File: src/rtl/branch_resolution_unit.sv
// branch_resolution_unit
//   In-order tracker for conditional branches predicted in fetch. Each entry
//   holds {pc, predicted direction, predicted target}. When execute resolves
//   the oldest branch, the outcome is compared with the stored prediction and
//   a registered flush/redirect plus a one-cycle BHT update command is issued.
//   A mispredict discards every younger (wrong-path) entry on the same edge.
//
//   Optional feature: define BRU_STATS_EN to build the saturating 16-bit
//   resolved/mispredict counters; otherwise both stat ports are tied to 0.
//
//   The head entry is read combinationally so the resolve comparison happens
//   in the same cycle the resolve arrives; the storage is therefore small
//   distributed memory rather than a registered-read block RAM.
//   The update index is the low 6 bits of the branch PC (PC_W >= 6 expected;
//   narrower PCs are zero-extended).

module branch_resolution_unit #(
  parameter int DEPTH = 4,
  parameter int PC_W  = 8
) (
  input  logic                     clk,
  input  logic                     reset,
  input  logic                     push,
  input  logic [PC_W-1:0]          push_pc,
  input  logic                     push_pred,
  input  logic [PC_W-1:0]          push_target,
  input  logic                     resolve,
  input  logic                     resolve_taken,
  input  logic [PC_W-1:0]          resolve_target,
  output logic                     full,
  output logic                     empty,
  output logic [$clog2(DEPTH):0]   count,
  output logic                     flush,
  output logic [PC_W-1:0]          redirect_pc,
  output logic                     upd_valid,
  output logic [5:0]               upd_index,
  output logic                     upd_taken,
  output logic                     err_overflow,
  output logic                     err_underflow,
  output logic [15:0]              stat_resolved,
  output logic [15:0]              stat_mispred
);

  localparam int PTR_W = $clog2(DEPTH);
  localparam int CNT_W = PTR_W + 1;

  // Entry storage (no reset: contents are meaningless once pointers clear)
  logic [PC_W-1:0] pc_mem   [DEPTH];
  logic            pred_mem [DEPTH];
  logic [PC_W-1:0] tgt_mem  [DEPTH];

  logic [PTR_W-1:0] wr_ptr_q, wr_ptr_d;
  logic [PTR_W-1:0] rd_ptr_q, rd_ptr_d;
  logic [CNT_W-1:0] count_q,  count_d;

  logic            flush_q;
  logic [PC_W-1:0] redirect_pc_q;
  logic            upd_valid_q;
  logic [5:0]      upd_index_q;
  logic            upd_taken_q;
  logic            err_overflow_q;
  logic            err_underflow_q;

  logic            is_full;
  logic            is_empty;
  logic            do_resolve;
  logic            underflow_evt;
  logic            overflow_evt;
  logic            push_ok;
  logic            mis;
  logic [PC_W-1:0] head_pc;
  logic            head_pred;
  logic [PC_W-1:0] head_tgt;
  logic [5:0]      head_idx;
  logic [PC_W-1:0] redirect_d;

  assign is_full  = (count_q == CNT_W'(DEPTH));
  assign is_empty = (count_q == '0);

  assign head_pc   = pc_mem[rd_ptr_q];
  assign head_pred = pred_mem[rd_ptr_q];
  assign head_tgt  = tgt_mem[rd_ptr_q];

  // Update index is the low six PC bits; zero-extend if the PC is narrower.
  generate
    if (PC_W >= 6) begin : g_idx_slice
      assign head_idx = head_pc[5:0];
    end else begin : g_idx_ext
      assign head_idx = {{(6-PC_W){1'b0}}, head_pc};
    end
  endgenerate

  // A resolve only counts when there is a branch to resolve; there is no
  // bypass from a same-cycle push into an empty queue.
  assign do_resolve    = resolve & ~is_empty;
  assign underflow_evt = resolve &  is_empty;

  // Wrong direction, or right "taken" direction with a wrong target.
  assign mis = do_resolve &
               ((resolve_taken != head_pred) |
                (resolve_taken & head_pred & (resolve_target != head_tgt)));

  // A push fits if there is room or the head retires this cycle; a mispredict
  // discards it as wrong-path without counting as an overflow.
  assign push_ok      = push & (~is_full | do_resolve) & ~mis;
  assign overflow_evt = push & is_full & ~do_resolve;

  // Not-taken redirect is the fall-through PC, wrapping at 2^PC_W.
  assign redirect_d = resolve_taken ? resolve_target : (head_pc + PC_W'(1));

  // Next pointer/count state; a mispredict empties the queue outright.
  always_comb begin
    wr_ptr_d = wr_ptr_q;
    rd_ptr_d = rd_ptr_q;
    count_d  = count_q;
    if (mis) begin
      wr_ptr_d = '0;
      rd_ptr_d = '0;
      count_d  = '0;
    end else begin
      if (push_ok)    wr_ptr_d = wr_ptr_q + PTR_W'(1);
      if (do_resolve) rd_ptr_d = rd_ptr_q + PTR_W'(1);
      case ({push_ok, do_resolve})
        2'b10:   count_d = count_q + CNT_W'(1);
        2'b01:   count_d = count_q - CNT_W'(1);
        default: count_d = count_q;
      endcase
    end
  end

  // Write an accepted branch into the tail slot.
  always_ff @(posedge clk) begin
    if (push_ok) begin
      pc_mem[wr_ptr_q]   <= push_pc;
      pred_mem[wr_ptr_q] <= push_pred;
      tgt_mem[wr_ptr_q]  <= push_target;
    end
  end

  // Queue pointers and occupancy.
  always_ff @(posedge clk or negedge reset) begin
    if (!reset) begin
      wr_ptr_q <= '0;
      rd_ptr_q <= '0;
      count_q  <= '0;
    end else begin
      wr_ptr_q <= wr_ptr_d;
      rd_ptr_q <= rd_ptr_d;
      count_q  <= count_d;
    end
  end

  // Registered resolve results: single-cycle pulses, held payload.
  always_ff @(posedge clk or negedge reset) begin
    if (!reset) begin
      flush_q       <= 1'b0;
      upd_valid_q   <= 1'b0;
      redirect_pc_q <= '0;
      upd_index_q   <= '0;
      upd_taken_q   <= 1'b0;
    end else begin
      flush_q     <= mis;
      upd_valid_q <= do_resolve;
      if (do_resolve) begin
        redirect_pc_q <= redirect_d;
        upd_index_q   <= head_idx;
        upd_taken_q   <= resolve_taken;
      end
    end
  end

  // Sticky error flags, cleared only by reset.
  always_ff @(posedge clk or negedge reset) begin
    if (!reset) begin
      err_overflow_q  <= 1'b0;
      err_underflow_q <= 1'b0;
    end else begin
      if (overflow_evt)  err_overflow_q  <= 1'b1;
      if (underflow_evt) err_underflow_q <= 1'b1;
    end
  end

`ifdef BRU_STATS_EN
  logic [15:0] stat_resolved_q;
  logic [15:0] stat_mispred_q;

  // Saturating resolve/mispredict counters.
  always_ff @(posedge clk or negedge reset) begin
    if (!reset) begin
      stat_resolved_q <= '0;
      stat_mispred_q  <= '0;
    end else begin
      if (do_resolve && (stat_resolved_q != 16'hFFFF))
        stat_resolved_q <= stat_resolved_q + 16'd1;
      if (mis && (stat_mispred_q != 16'hFFFF))
        stat_mispred_q <= stat_mispred_q + 16'd1;
    end
  end

  assign stat_resolved = stat_resolved_q;
  assign stat_mispred  = stat_mispred_q;
`else
  assign stat_resolved = 16'h0000;
  assign stat_mispred  = 16'h0000;
`endif

  assign full          = is_full;
  assign empty         = is_empty;
  assign count         = count_q;
  assign flush         = flush_q;
  assign redirect_pc   = redirect_pc_q;
  assign upd_valid     = upd_valid_q;
  assign upd_index     = upd_index_q;
  assign upd_taken     = upd_taken_q;
  assign err_overflow  = err_overflow_q;
  assign err_underflow = err_underflow_q;

endmodule
File: config.mk
export PLATFORM = sky130hd
export DESIGN_NAME = branch_resolution_unit
export DESIGN_NICKNAME = d
export VERILOG_FILES = /design/src/rtl/branch_resolution_unit.sv
export SDC_FILE = /design/constraint.sdc
export NUM_CORES = 1
export LEC_CHECK = 0
export CAP_MARGIN = 20
export CELL_PAD_IN_SITES_DETAIL_PLACEMENT = 1
export CELL_PAD_IN_SITES_GLOBAL_PLACEMENT = 2
export CORE_MARGIN = 2
export CORE_UTILIZATION = 38
export DETAILED_ROUTE_END_ITERATION = 16
export GPL_TIMING_DRIVEN = 0
export PLACE_DENSITY = 0.92
export SLEW_MARGIN = 20
export SYNTH_ARGS = -nofsm -noshare
export SYNTH_HDL_FRONTEND = slang
export SYNTH_SLANG_ARGS = --single-unit
File: constraint.sdc
create_clock -name clk -period 4.8 [get_ports clk]
set_input_delay 0.48 -clock clk [delete_from_list [all_inputs] [get_ports clk]]
set_output_delay 0.48 -clock clk [all_outputs]
set_load 0.1 [all_outputs]
* Word level (Yosys, flattened, before mapping)
Memory sizes are Yosys's and may differ from the RTL's. Cells that the tools add are included.
Word-level totals: bits in read-only memories 0, memories 3, output and inout port bits 56, memory bits (writable) 68, bits in latches 0, register bits 26, bits of input ports 30, logic and storage cells 51
Memory list:
- pc_mem | depth 4, bits a word 8, read ports 1, clocked after memory_dff 0, wr ports 1, line 48 | logic [PC_W-1:0] pc_mem [DEPTH];
- tgt_mem | depth 4, bits a word 8, read ports 1, clocked after memory_dff 0, wr ports 1, line 50 | logic [PC_W-1:0] tgt_mem [DEPTH];
- pred_mem | depth 4, bits a word 1, read ports 1, clocked after memory_dff 0, wr ports 1, line 49 | logic pred_mem [DEPTH];
Operators by class: shift-type cells 0, equality and inequality tests 5, reductions and logical operators 4, bitwise logic cells 15, multipliers 0, $add $sub $neg 5, $lt $le $gt $ge 0, mux-type cells 9, divide/modulo/power cells 0
Operators with widths (number):
- $and A1 B1 Y1 | 9
- $add A8 B1 Y8 const B | 1
- $mux W2 | 4
- $mux W8 | 1
- $ne A8 B8 Y1 | 1
- $pmux W3 S2 | 1
- $add A2 B1 Y2 const B | 2
- $not A1 Y1 | 4
- $reduce_bool A2 Y1 | 2
- $add A3 B1 Y3 const B | 1
- $eq A3 B3 Y1 const B | 1
- $logic_not A3 Y1 | 1
- $mux W3 | 1
- $reduce_bool A3 Y1 | 1
- $sub A3 B1 Y3 const B | 1
- $eq A2 B1 Y1 const B | 1
- $eq A2 B2 Y1 const B | 1
- $mux W1 | 2
- $or A1 B1 Y1 | 2
- $ne A1 B1 Y1 | 1

* Longest topological paths before layout
Gate-level depths: netlist of run 1. An unclocked memory read counts as a cell.
depth in word-level cells 10, mapped depth 12, mapped depth without buffers 11

* Worst setup path after synthesis of run 1
OpenSTA, ideal clock, no wires.
path type reg2out, from register count_q[2] (netlist: count[2]), to output full, buffers on the path 1, arrival 3.506 ns, data required time 4.320 ns, cell stages (with the launch flop) 3, path slack 0.814 ns, cell sequence dfrtp_1 clkbuf_1 nor3b_1
Between the ends: longest elaborated chain between the ends 1
Ends and longest elaborated chain:
- from (decl) | line 54 | logic [CNT_W-1:0] count_q, count_d;
- from (signal assigned) | line 149 | count_q <= count_d;
- $eq A3 B3 Y1 | line 77 | assign is_full = (count_q == CNT_W'(DEPTH));
- to (decl) | line 30 | output logic full,
No other way between the ends.

* Worst setup path after layout of run 1
from register rd_ptr_q[0], to register count_q[2] (netlist: count[2])
Between the ends: longest elaborated chain between the ends 10, elaborated cells between the ends (all ways) 15, those cells by class 4 x eq/ne; 2 x mux; 6 x bitwise; 1 x reduce/logical; 2 x memory
Ends and longest elaborated chain:
- from (decl) | line 53 | logic [PTR_W-1:0] rd_ptr_q, rd_ptr_d;
- from (signal assigned) | line 148 | rd_ptr_q <= rd_ptr_d;
- $mem_v2 Z4 W8 or $mem_v2 Z4 W1 (tied branches)
- $ne A8 B8 Y1 or $and A1 B1 Y1 (tied branches) | line 101 | (resolve_taken & head_pred & (resolve_target != head_tgt)));
- $and A1 B1 Y1 | line 101
- $or A1 B1 Y1 (*) | line 100 | ((resolve_taken != head_pred) |
- $and A1 B1 Y1 (*) | line 99 | assign mis = do_resolve &
- $not A1 Y1 | line 105 | assign push_ok = push & (~is_full | do_resolve) & ~mis;
- $and A1 B1 Y1 | line 105
- $eq A2 B1 Y1 or $eq A2 B2 Y1 (tied branches) | line 123 | case ({push_ok, do_resolve})
- $pmux W3 S2 | line 123
- $mux W3 | line 116 | if (mis) begin
Mark *: on every way between the ends. The rest lies on a longest branch, timed or not. A chain may end at the register's enable or synchronous reset.

==> results of run 1 <==
## cells in the mapped netlist, types with 3 or more instances
master	number	area [um^2]
a21oi_1	5	25.0
o21ai_1	3	15.0
nand3_1	6	30.0
edfxtp_1	68	2040
nand2_1	39	146
inv_1	5	18.8
ha_1	6	75.1
xnor2_1	13	114
mux2i_1	5	50.1
nor3b_2	4	50.1
nor2_1	8	30.0
mux4_2	16	360
nor3_1	4	20.0
buf_2	3	15.0
clkbuf_1	6	22.5
nand4_1	3	18.8
buf_4	32	240
dfrtp_1	26	651
o21ai_0	9	45.0
xor2_1	3	26.3
## worst reg2reg max path, cell delays in order (launching register included)
cell and delay [ps]:
dfrtp_1 500, buf_6 230, mux4_2 530, xnor2_1 160
nand4_1 190, o21ai_4 330, a21oi_1 140, fa_1 440
and4b_1 210, a31oi_1 120, o21ai_0 100, a21oi_1 120
nand2_1 70
## stage by stage
step	hold WS, ps	power, mW
after floorplan	184	2.61
after global placement	442	3.01
after detailed placement	448	3.11
after CTS	102	3.66
after global routing	134	3.82
final	97.9	3.62
## how the worst max path moves through the flow
| stage | to | slack, ps | depth (start not counted) |
|---|---|---|---|
| after floorplan | full | 810 | 2 |
| after global placement | pc_mem[1][3] | 1020 | 7 |
| after detailed placement | count[2] | 1510 | 11 |
| after CTS | pc_mem[2][1] | 1510 | 8 |
| after global routing | count[2] | 1240 | 12 |
| final | count[2] | 1540 | 12 |
## registers in the layout, summed over array words and instances, names as in the netlist
signal / count
pred_mem: 4
count: 3
redirect_pc: 8
err_underflow: 1
pc_mem: 32
flush: 1
upd_index: 6
upd_taken: 1
err_overflow: 1
tgt_mem: 32
wr_ptr_q: 2
rd_ptr_q: 2
upd_valid: 1
## power breakdown
part / internal [mW] / switching [mW] / total [mW]
sequential: 1.08 / 0.101 / 1.18
clock: 0.249 / 0.301 / 0.550
combinational: 0.560 / 1.33 / 1.89
## routing by layer
metal  vias to the layer above  track usage
met5                         -            0
met4                         0       0.0796
met3                        15       0.0314
met2                        90        0.277
met1                      1219        0.210
li1                       1181            -
## cell usage in the layout (no fill, tap or decap), types with 3 or more instances in the layout
master	n
nand3_1	6
o21ai_1	3
buf_8	3
xnor2_1	13
clkbuf_1	6
o21ai_0	9
clkdlybuf4s50_1	52
xor2_1	3
nor2_1	8
conb_1	32
mux4_2	16
nand2_1	39
edfxtp_1	68
inv_1	5
a21oi_1	5
nor3_1	4
buf_4	32
buf_2	4
nor3b_4	4
clkbuf_8	9
buf_6	3
dfrtp_1	26
ha_1	6
nand4_1	3
mux2i_1	5
## area by class of cell
| class | count | area [um^2] | area share |
|---|---|---|---|
| sequential | 94 | 2690 | 0.504 |
| multi-input combinational | 176 | 1360 | 0.256 |
| timing repair buffer | 57 | 582 | 0.109 |
| buffer | 43 | 300 | 0.0563 |
| tap | 140 | 175 | 0.0328 |
| clock buffer | 9 | 124 | 0.0232 |
| clock inverter | 7 | 81.3 | 0.0152 |
| inverter | 5 | 18.8 | 0.00352 |
## logic make-up (layout without fill, tap and decap cells)
family / after synthesis / after routing / synth area share
AO/OA/AOI/OAI: 26 / 26 / 0.0431
XOR/XNOR: 16 / 16 / 0.0331
adder cells (fa/ha/maj): 7 / 7 / 0.0225
buffers and inverters: 48 / 121 / 0.0754
flip-flops: 94 / 94 / 0.636
multiplexers: 22 / 22 / 0.103
other: 1 / 32 / 0.000886
AND/OR/NAND/NOR: 73 / 73 / 0.0860
==> results.py, run 1 <==
metrics = {
    "setup_path": {
        "reg2reg_slack_ps": 1540,
        "r2r_start": "rd_ptr_q[0]",
        "path_delay_family": "compound AO/OA/AOI/OAI gates",
        "worst_path_most_repeated_cell": "a21oi_1",
        "worstPathRequired_ps": 5050,
        "crit_slowest_cell": "mux4_2",
        "cp.arrival_ps": 3510,
        "reg2reg_to": "count[2]",
        "crit_buf_inv": 1,
        "worstSetupPathType": "reg2reg",
        "crit_path_max_fanout": 10,
        "cp-start-kind": "register",
        "endpoint_kind": "register",
        "r2r_cells": 12,
        "cpPeakStageDelay_ps": 530,
        "crit_chain": "buf_6, mux4_2, xnor2_1, nand4_1, o21ai_4, a21oi_1, fa_1, and4b_1, a31oi_1, o21ai_0, a21oi_1, nand2_1",
        "crit_start": "rd_ptr_q[0]",
    },
    "yosys": {
        "synthFlopType": "edfxtp_1",
        "synth_seq_area_share": 0.636,
        "syn-instance-count": 287,
        "yosys_warnings": 0,
        "synth_cell_types": 37,
        "async_flop_share": 0.277,
        "synth_area_per_cell_um2": 14.8,
        "syn_area_um2": 4230,
        "synth-edff-count": 68,
        "synth_seq_cells": 94,
    },
    "sta": {
        "fin_tns_setup_ps": 0,
        "hold_viol": 0,
        "tightest_slew_ps": 986,
        "report.final.slew_viol_count": 0,
        "rsz0062_at_grt": "false",
        "fmax_mhz": 307,
        "setup_viol": 0,
        "layout_setup_ws_ps": 1540,
        "finalClockSkew_ps": 10.0,
        "period_share": 0.679,
        "fin_crit_ps": 3260,
        "slew_headroom": 0.341,
    },
    "place": {
        "dp_worst_setup_slack_ps": 1510,
        "gp_congestion": 0.755,
        "placed_cell_area_um2": 5130,
        "placedCellCount": 515,
        "io_buffers": 53,
        "hpwl_um": 6930,
    },
    "clocking": {
        "cts_setup_buffers": 0,
        "insertion_delay_ps": 370,
        "clock_path_buffers": 2,
        "cts-root-buf": "clkbuf_8",
        "cts_hold_buf": 0,
        "cts_resized": 0,
        "clk_pin_slew_ps": 100,
        "cts_sinks": 94,
        "cts-buffers-inserted": 9,
        "cts_max_level": 3,
        "cts_tree": "yes",
    },
    "drt": {
        "via_per_inst": 4.72,
        "drt-total-wl_um": 9070,
        "met1Wirelength_um": 3800,
        "drtAntennaViolNets": 0,
        "wl_met2_um": 4440,
        "vias": 2505,
        "dr.pass1.iters": 4,
        "wl_per_cell_um": 17.1,
        "topRoutingLayerUsed": "met4",
        "drt_iter0_markers": 114,
        "wl_met3_um": 621,
        "route.detailed.drc": 0,
    },
    "layout": {
        "final_area_um2": 5340,
        "antenna_cells": 0,
        "area_growth_pct": 26.1,
        "final_cells": 531,
        "nNetsFinal": 423,
        "final_util": 0.492,
        "fillers": 1121,
        "drive_gt1_frac": 0.207,
    },
    "global_route": {
        "grt_max_degree": 27,
        "grt_pass1_wl_um": 14600,
        "grt_pass1_vias": 2659,
        "grt_overflow_total": 0,
        "grt_usage": 0.167,
        "grt_antenna_before_repair": 0,
    },
    "power_and_ir_drop": {
        "p_per_area_nw_per_um2": 679,
        "vdd_drop_max_mv": 0.312,
        "p_leak_nw": 2.05,
    },
    "floorplanning": {
        "rows": 38,
        "die-area_um2": 12000,
        "coreArea_um2": 10800,
        "initial_core_util": 0.391,
        "io_pins": 86,
        "die_height_um": 110,
        "die_x_um": 110,
    },
    "job": {
        "maxCapViolations": 0,
    },
    "outcome": {
        "status": "completed",
    },
    "worst_hold_path": {
        "hp-class": "in2async",
    },
}
Note: power is estimated with default switching activity, not from simulation.
==> run 2, diff against run 1 <==
--- a/config.mk
+++ b/config.mk
@@ -9,10 +9,10 @@
 export CELL_PAD_IN_SITES_DETAIL_PLACEMENT = 1
 export CELL_PAD_IN_SITES_GLOBAL_PLACEMENT = 2
 export CORE_MARGIN = 2
-export CORE_UTILIZATION = 38
+export CORE_UTILIZATION = 35
 export DETAILED_ROUTE_END_ITERATION = 16
 export GPL_TIMING_DRIVEN = 0
-export PLACE_DENSITY = 0.92
+export PLACE_DENSITY = 0.87
 export SLEW_MARGIN = 20
 export SYNTH_ARGS = -nofsm -noshare
 export SYNTH_HDL_FRONTEND = slang
==> constraint.sdc (replaced) <==
create_clock -name clk -period 3.05 [get_ports clk]
set_input_delay 0.305 -clock clk [delete_from_list [all_inputs] [get_ports clk]]
set_output_delay 0.305 -clock clk [all_outputs]
set_load 0.1 [all_outputs]
==> run 2 against run 1 <==
Final area is 4.6% higher. Fmax rose by 11%. Clock skew shrank 2.1 ps. Register-to-register slack worse by 1400 ps. Utilization shrank 2.4 points. Hold slack improved by 360 ps. First-iteration DRC count increased by 16%. Die area increased by 8.3%. Critical path depth is the same. Routed wire length up 4.1%. Combinational power grew 65%. Sequential power is 59% higher.
==> results.py, run 2 (synthesis results as in run 1) <==
metrics = {
    "outcome": {
        "status": "completed",
    },
    "clocking": {
        "cts_tree": "yes",
        "clock_path_buffers": 2,
        "cts-root-buf": "clkbuf_16",
        "cts_max_level": 3,
        "cts_sinks": 94,
        "cts-buffers-inserted": 9,
        "insertion_delay_ps": 350,
        "clk_pin_slew_ps": 70,
    },
    "drt": {
        "route.detailed.drc": 0,
        "vias": 2527,
        "drt_iter0_markers": 132,
        "dr.pass1.iters": 4,
        "via_per_inst": 4.60,
        "wl_per_cell_um": 17.2,
        "drtAntennaViolNets": 0,
        "drt-total-wl_um": 9440,
    },
    "sta": {
        "setup_viol": 0,
        "report.final.slew_viol_count": 0,
        "fin_crit_ps": 2930,
        "period_share": 0.962,
        "tightest_slew_ps": 1010,
        "fmax_mhz": 341,
        "slew_headroom": 0.326,
        "finalClockSkew_ps": 7.92,
        "hold_viol": 0,
        "layout_setup_ws_ps": 116,
    },
    "layout": {
        "antenna_cells": 0,
        "final_cell_mix": "68 x edfxtp_1, 52 x clkdlybuf4s50_1, 42 x buf_4",
        "seqCellArea_um2": 2700,
        "drive_gt1_frac": 0.259,
        "final_util": 0.469,
        "area_growth_pct": 31.9,
        "nNetsFinal": 434,
        "final_cells": 549,
        "fillers": 1201,
        "final_common_cell": "edfxtp_1",
        "final_area_um2": 5580,
        "multi_input_area_um2": 1390,
    },
    "setup_path": {
        "crit_slowest_cell": "mux4_2",
        "crit_chain": "buf_12, buf_8, mux4_2, ha_2, nor2_1, a21oi_2, fa_2, and4b_1, a31oi_1, o21ai_1, a21oi_1, nand2_1",
        "worstSetupPathType": "reg2reg",
        "cp.arrival_ps": 3170,
        "crit_path_max_fanout": 10,
        "crit_buf_inv": 2,
        "path_delay_family": "adder cells",
        "cp-start-kind": "register",
        "worstPathRequired_ps": 3290,
        "endpoint_kind": "register",
        "cpPeakStageDelay_ps": 510,
    },
    "floorplanning": {
        "initial_core_util": 0.355,
        "die_x_um": 114,
        "die_height_um": 114,
        "coreArea_um2": 11900,
        "io_pins": 86,
        "die-area_um2": 13000,
        "rows": 40,
    },
    "global_route": {
        "grt_pass1_wl_um": 14700,
        "grt_antenna_before_repair": 0,
        "grt_pass1_vias": 2696,
        "grt_usage": 0.153,
        "grt_max_degree": 27,
        "grt_overflow_total": 0,
    },
    "place": {
        "placed_cell_area_um2": 5150,
        "hpwl_um": 6880,
        "gp_congestion": 0.773,
        "placedCellCount": 522,
        "dp_worst_setup_slack_ps": -303,
        "io_buffers": 53,
    },
    "worst_hold_path": {
        "hp-class": "reg2reg",
    },
    "power_and_ir_drop": {
        "p_total_mw": 6.06,
        "p_per_area_nw_per_um2": 1090,
        "vdd_drop_max_mv": 0.500,
        "p_leak_nw": 2.16,
    },
    "job": {
        "maxCapViolations": 0,
    },
}
run 2: per-stage QoR:
step                      hold WS, ps  TNS (ps)
final                             457         0
after global routing              489     -40.2
after CTS                         466         0
after detailed placement          357    -11420
after global placement            440    -47880
after floorplan                  9.41         0
run 2: path summary, 6_finish.rpt:
check	end	startpoint	cells past startpoint	slack (ps)
max	count[2]	rd_ptr_q[0]	12	120
min	err_overflow	err_overflow	1	460
max reg2reg	count[2]	rd_ptr_q[0]	12	120
min reg2reg	err_overflow	err_overflow	1	460
max in group asynchronous	rd_ptr_q[0]	reset	2	2090
min in group asynchronous	redirect_pc[7]	reset	2	510
run 2: power by group:
part	leakage, nW	total, mW	switching (mW)	internal [mW]
Clock	0.131	1.06	0.497	0.562
Sequential	0.934	1.88	0.177	1.70
Combinational	1.09	3.12	2.13	0.991
run 2: cell type report:
type,count,area share
repair buffers,69,0.125
multi-input cells,176,0.250
well taps,147,0.0329
inverters,5,0.00336
clock inverters,5,0.00762
plain buffers,42,0.0563
flip-flops and latches,94,0.483
clock buffers,11,0.0417
run 2: worst register-to-register path: cells and delay by family, from the launching register on:
kind | cells | cell delay [ps]
simple gates | 3 | 410
fa+ha+maj | 2 | 680
compound gates | 4 | 470
flops | 1 | 410
mux | 1 | 510
buf+inv | 2 | 330
run 2: timing repair:
item,CTS,global route
pin swaps,5,4
endpoints found under the setup margin,70,2
endpoints found under the hold margin,26,0
hold buffers,1,0
resized for setup,6,8
setup buffers,9,2
run 2: routing by layer:
layer  vias up  global-route usage  routed length, um
li1       1203                   -                  -
met1      1227               0.196               4160
met2        84               0.257               4660
met3        13              0.0335                476
met4         0              0.0585                153
met5         -                   0                  0
==> run 3, diff against run 2 <==
--- a/config.mk
+++ b/config.mk
@@ -10,8 +10,8 @@
 export CELL_PAD_IN_SITES_GLOBAL_PLACEMENT = 2
 export CORE_MARGIN = 2
 export CORE_UTILIZATION = 35
+export CTS_CLUSTER_DIAMETER = 40
 export DETAILED_ROUTE_END_ITERATION = 16
-export GPL_TIMING_DRIVEN = 0
 export PLACE_DENSITY = 0.87
 export SLEW_MARGIN = 20
 export SYNTH_ARGS = -nofsm -noshare
==> run 3 against run 2 <==
First-iteration DRC count shrank 30%. Global-route usage shrank 0.40 points. Final area shrank 7.6%. Clock power is essentially flat. Largest power group unchanged. Die area is the same. Fmax grew 1.4%. Total power shrank 3.5%. Critical path type unchanged. Sequential power is essentially flat.
==> results.py, run 3 (synthesis results as in run 1) <==
metrics = {
    "global_route": {
        "grt_max_degree": 33,
        "grt_pass1_wl_um": 14400,
        "grt_overflow_total": 0,
        "grt_antenna_before_repair": 0,
        "grt_pass1_vias": 2532,
        "grt_usage": 0.149,
    },
    "outcome": {
        "status": "completed",
    },
    "setup_path": {
        "crit_path_max_fanout": 4,
        "cp.arrival_ps": 3130,
        "reg2reg_slack_ps": 160,
        "cp-start-kind": "register",
        "cpPeakStageDelay_ps": 560,
        "endpoint_kind": "register",
        "crit_chain": "buf_4, mux4_1, xnor2_1, nand4_1, o21ai_4, a21oi_1, fa_2, and4b_1, a31oi_1, o21ai_0, a21oi_1, nand2_1",
        "worstPathRequired_ps": 3280,
        "crit_slowest_cell": "mux4_1",
        "r2r_cells": 12,
        "worstSetupPathType": "reg2reg",
        "worst_path_most_repeated_cell": "a21oi_1",
    },
    "layout": {
        "area_growth_pct": 21.8,
        "final_cell_mix": "68 x edfxtp_1, 39 x nand2_1, 33 x buf_4",
        "antenna_cells": 0,
        "drive_gt1_frac": 0.226,
        "fillers": 1246,
        "seqCellArea_um2": 2700,
        "final_common_cell": "edfxtp_1",
        "nNetsFinal": 391,
        "final_area_um2": 5160,
        "multi_input_area_um2": 1350,
    },
    "clocking": {
        "cts-buffers-inserted": 9,
        "clock_path_buffers": 2,
        "cts_max_level": 3,
        "cts-root-buf": "clkbuf_16",
        "cts_sinks": 94,
        "insertion_delay_ps": 350,
        "cts_tree": "yes",
        "clk_pin_slew_ps": 70,
    },
    "sta": {
        "report.final.slew_viol_count": 0,
        "hold_ws_ps": 342,
        "fin_crit_ps": 2890,
        "tightest_slew_ps": 981,
        "fmax_mhz": 345,
        "rsz0062_at_grt": "false",
        "slew_headroom": 0.344,
        "period_share": 0.949,
        "setup_viol": 0,
        "hold_viol": 0,
        "finalClockSkew_ps": 7.49,
        "layout_setup_ws_ps": 156,
        "fin_tns_setup_ps": 0,
    },
    "drt": {
        "wl_per_cell_um": 18.2,
        "drtAntennaViolNets": 0,
        "drt-total-wl_um": 9190,
        "via_per_inst": 4.79,
        "dr.pass1.iters": 4,
        "route.detailed.drc": 0,
        "drt_iter0_markers": 92,
        "vias": 2422,
    },
    "floorplanning": {
        "rows": 40,
        "die-area_um2": 13000,
        "die_height_um": 114,
        "die_x_um": 114,
        "coreArea_um2": 11900,
        "io_pins": 86,
        "initial_core_util": 0.355,
    },
    "worst_hold_path": {
        "hp-class": "in2async",
    },
    "power_and_ir_drop": {
        "vdd_drop_max_mv": 0.338,
        "p_per_area_nw_per_um2": 1140,
        "p_leak_nw": 1.94,
    },
    "place": {
        "hpwl_um": 6410,
        "io_buffers": 53,
        "dp_worst_setup_slack_ps": 80.1,
        "placed_cell_area_um2": 4860,
        "gp_congestion": 0.750,
    },
    "job": {
        "maxCapViolations": 0,
    },
}
run 3: changes by cell type in the layout (fill, tap and decap cells not counted), sizes merged:
cell / previous run / this run
inv: 7 / 6
dlygate4sd3: 1 / 0
buf: 53 / 36
clkinv: 2 / 4
clkbuf: 16 / 10
clkdlybuf4s50: 52 / 32
run 3: metrics by stage:
stage | util | total power [mW] | cells
2_1_floorplan | - | 4.13 | 318
3_3_place_gp | 0.408 | 4.75 | 488
3_5_place_dp | 0.408 | 4.83 | 488
4_1_cts | 0.431 | 5.89 | 504
5_1_grt | 0.433 | 6.14 | 506
6_report | 0.433 | 5.85 | 506
run 3: worst paths after layout:
kind,from,endpoint
hold reg to reg,err_underflow,err_underflow
min in group clk,err_underflow,err_underflow
max in group asynchronous,reset,rd_ptr_q[1]
hold / removal,reset,upd_index[0]
setup reg to reg,rd_ptr_q[0],count[2]
setup / recovery,rd_ptr_q[0],count[2]
run 3: what timing repair did:
action | in CTS | in global routing
resized for setup | 0 | 2
setup endpoints to repair | 0 | 1
hold buffers | 0 | 0
setup buffers | 0 | 2
run 3: area by class of cell:
class	instances	share of cell area
Sequential cell	94	0.523
Multi-Input combinational cell	176	0.262
Timing Repair Buffer	68	0.122
Clock buffer	10	0.0444
Tap cell	147	0.0357
Clock inverter	6	0.00922
Inverter	5	0.00364
run 3: power by group:
| group | leakage [nW] | switching, mW | internal [mW] |
|---|---|---|---|
| clock network | 0.133 | 0.501 | 0.559 |
| registers | 0.933 | 0.211 | 1.70 |
| logic | 0.878 | 2.05 | 0.831 |
run 3: worst max-delay path: cells and delay by family (launching register included):
kind,cells,cell delay (ps)
adder cells (fa/ha/maj),1,380
flip-flops,1,410
multiplexers,1,560
buffers and inverters,1,140
AO/OA/AOI/OAI,5,720
AND/OR/NAND/NOR,3,430
XOR/XNOR,1,160
run 3: routing by layer:
metal	GRT usage	routed length [um]	vias up
met2	0.235	4280	86
li1	-	-	1116
met3	0.0377	422	10
met1	0.203	4350	1210
met4	0.0520	125	0
met5	0	0	-
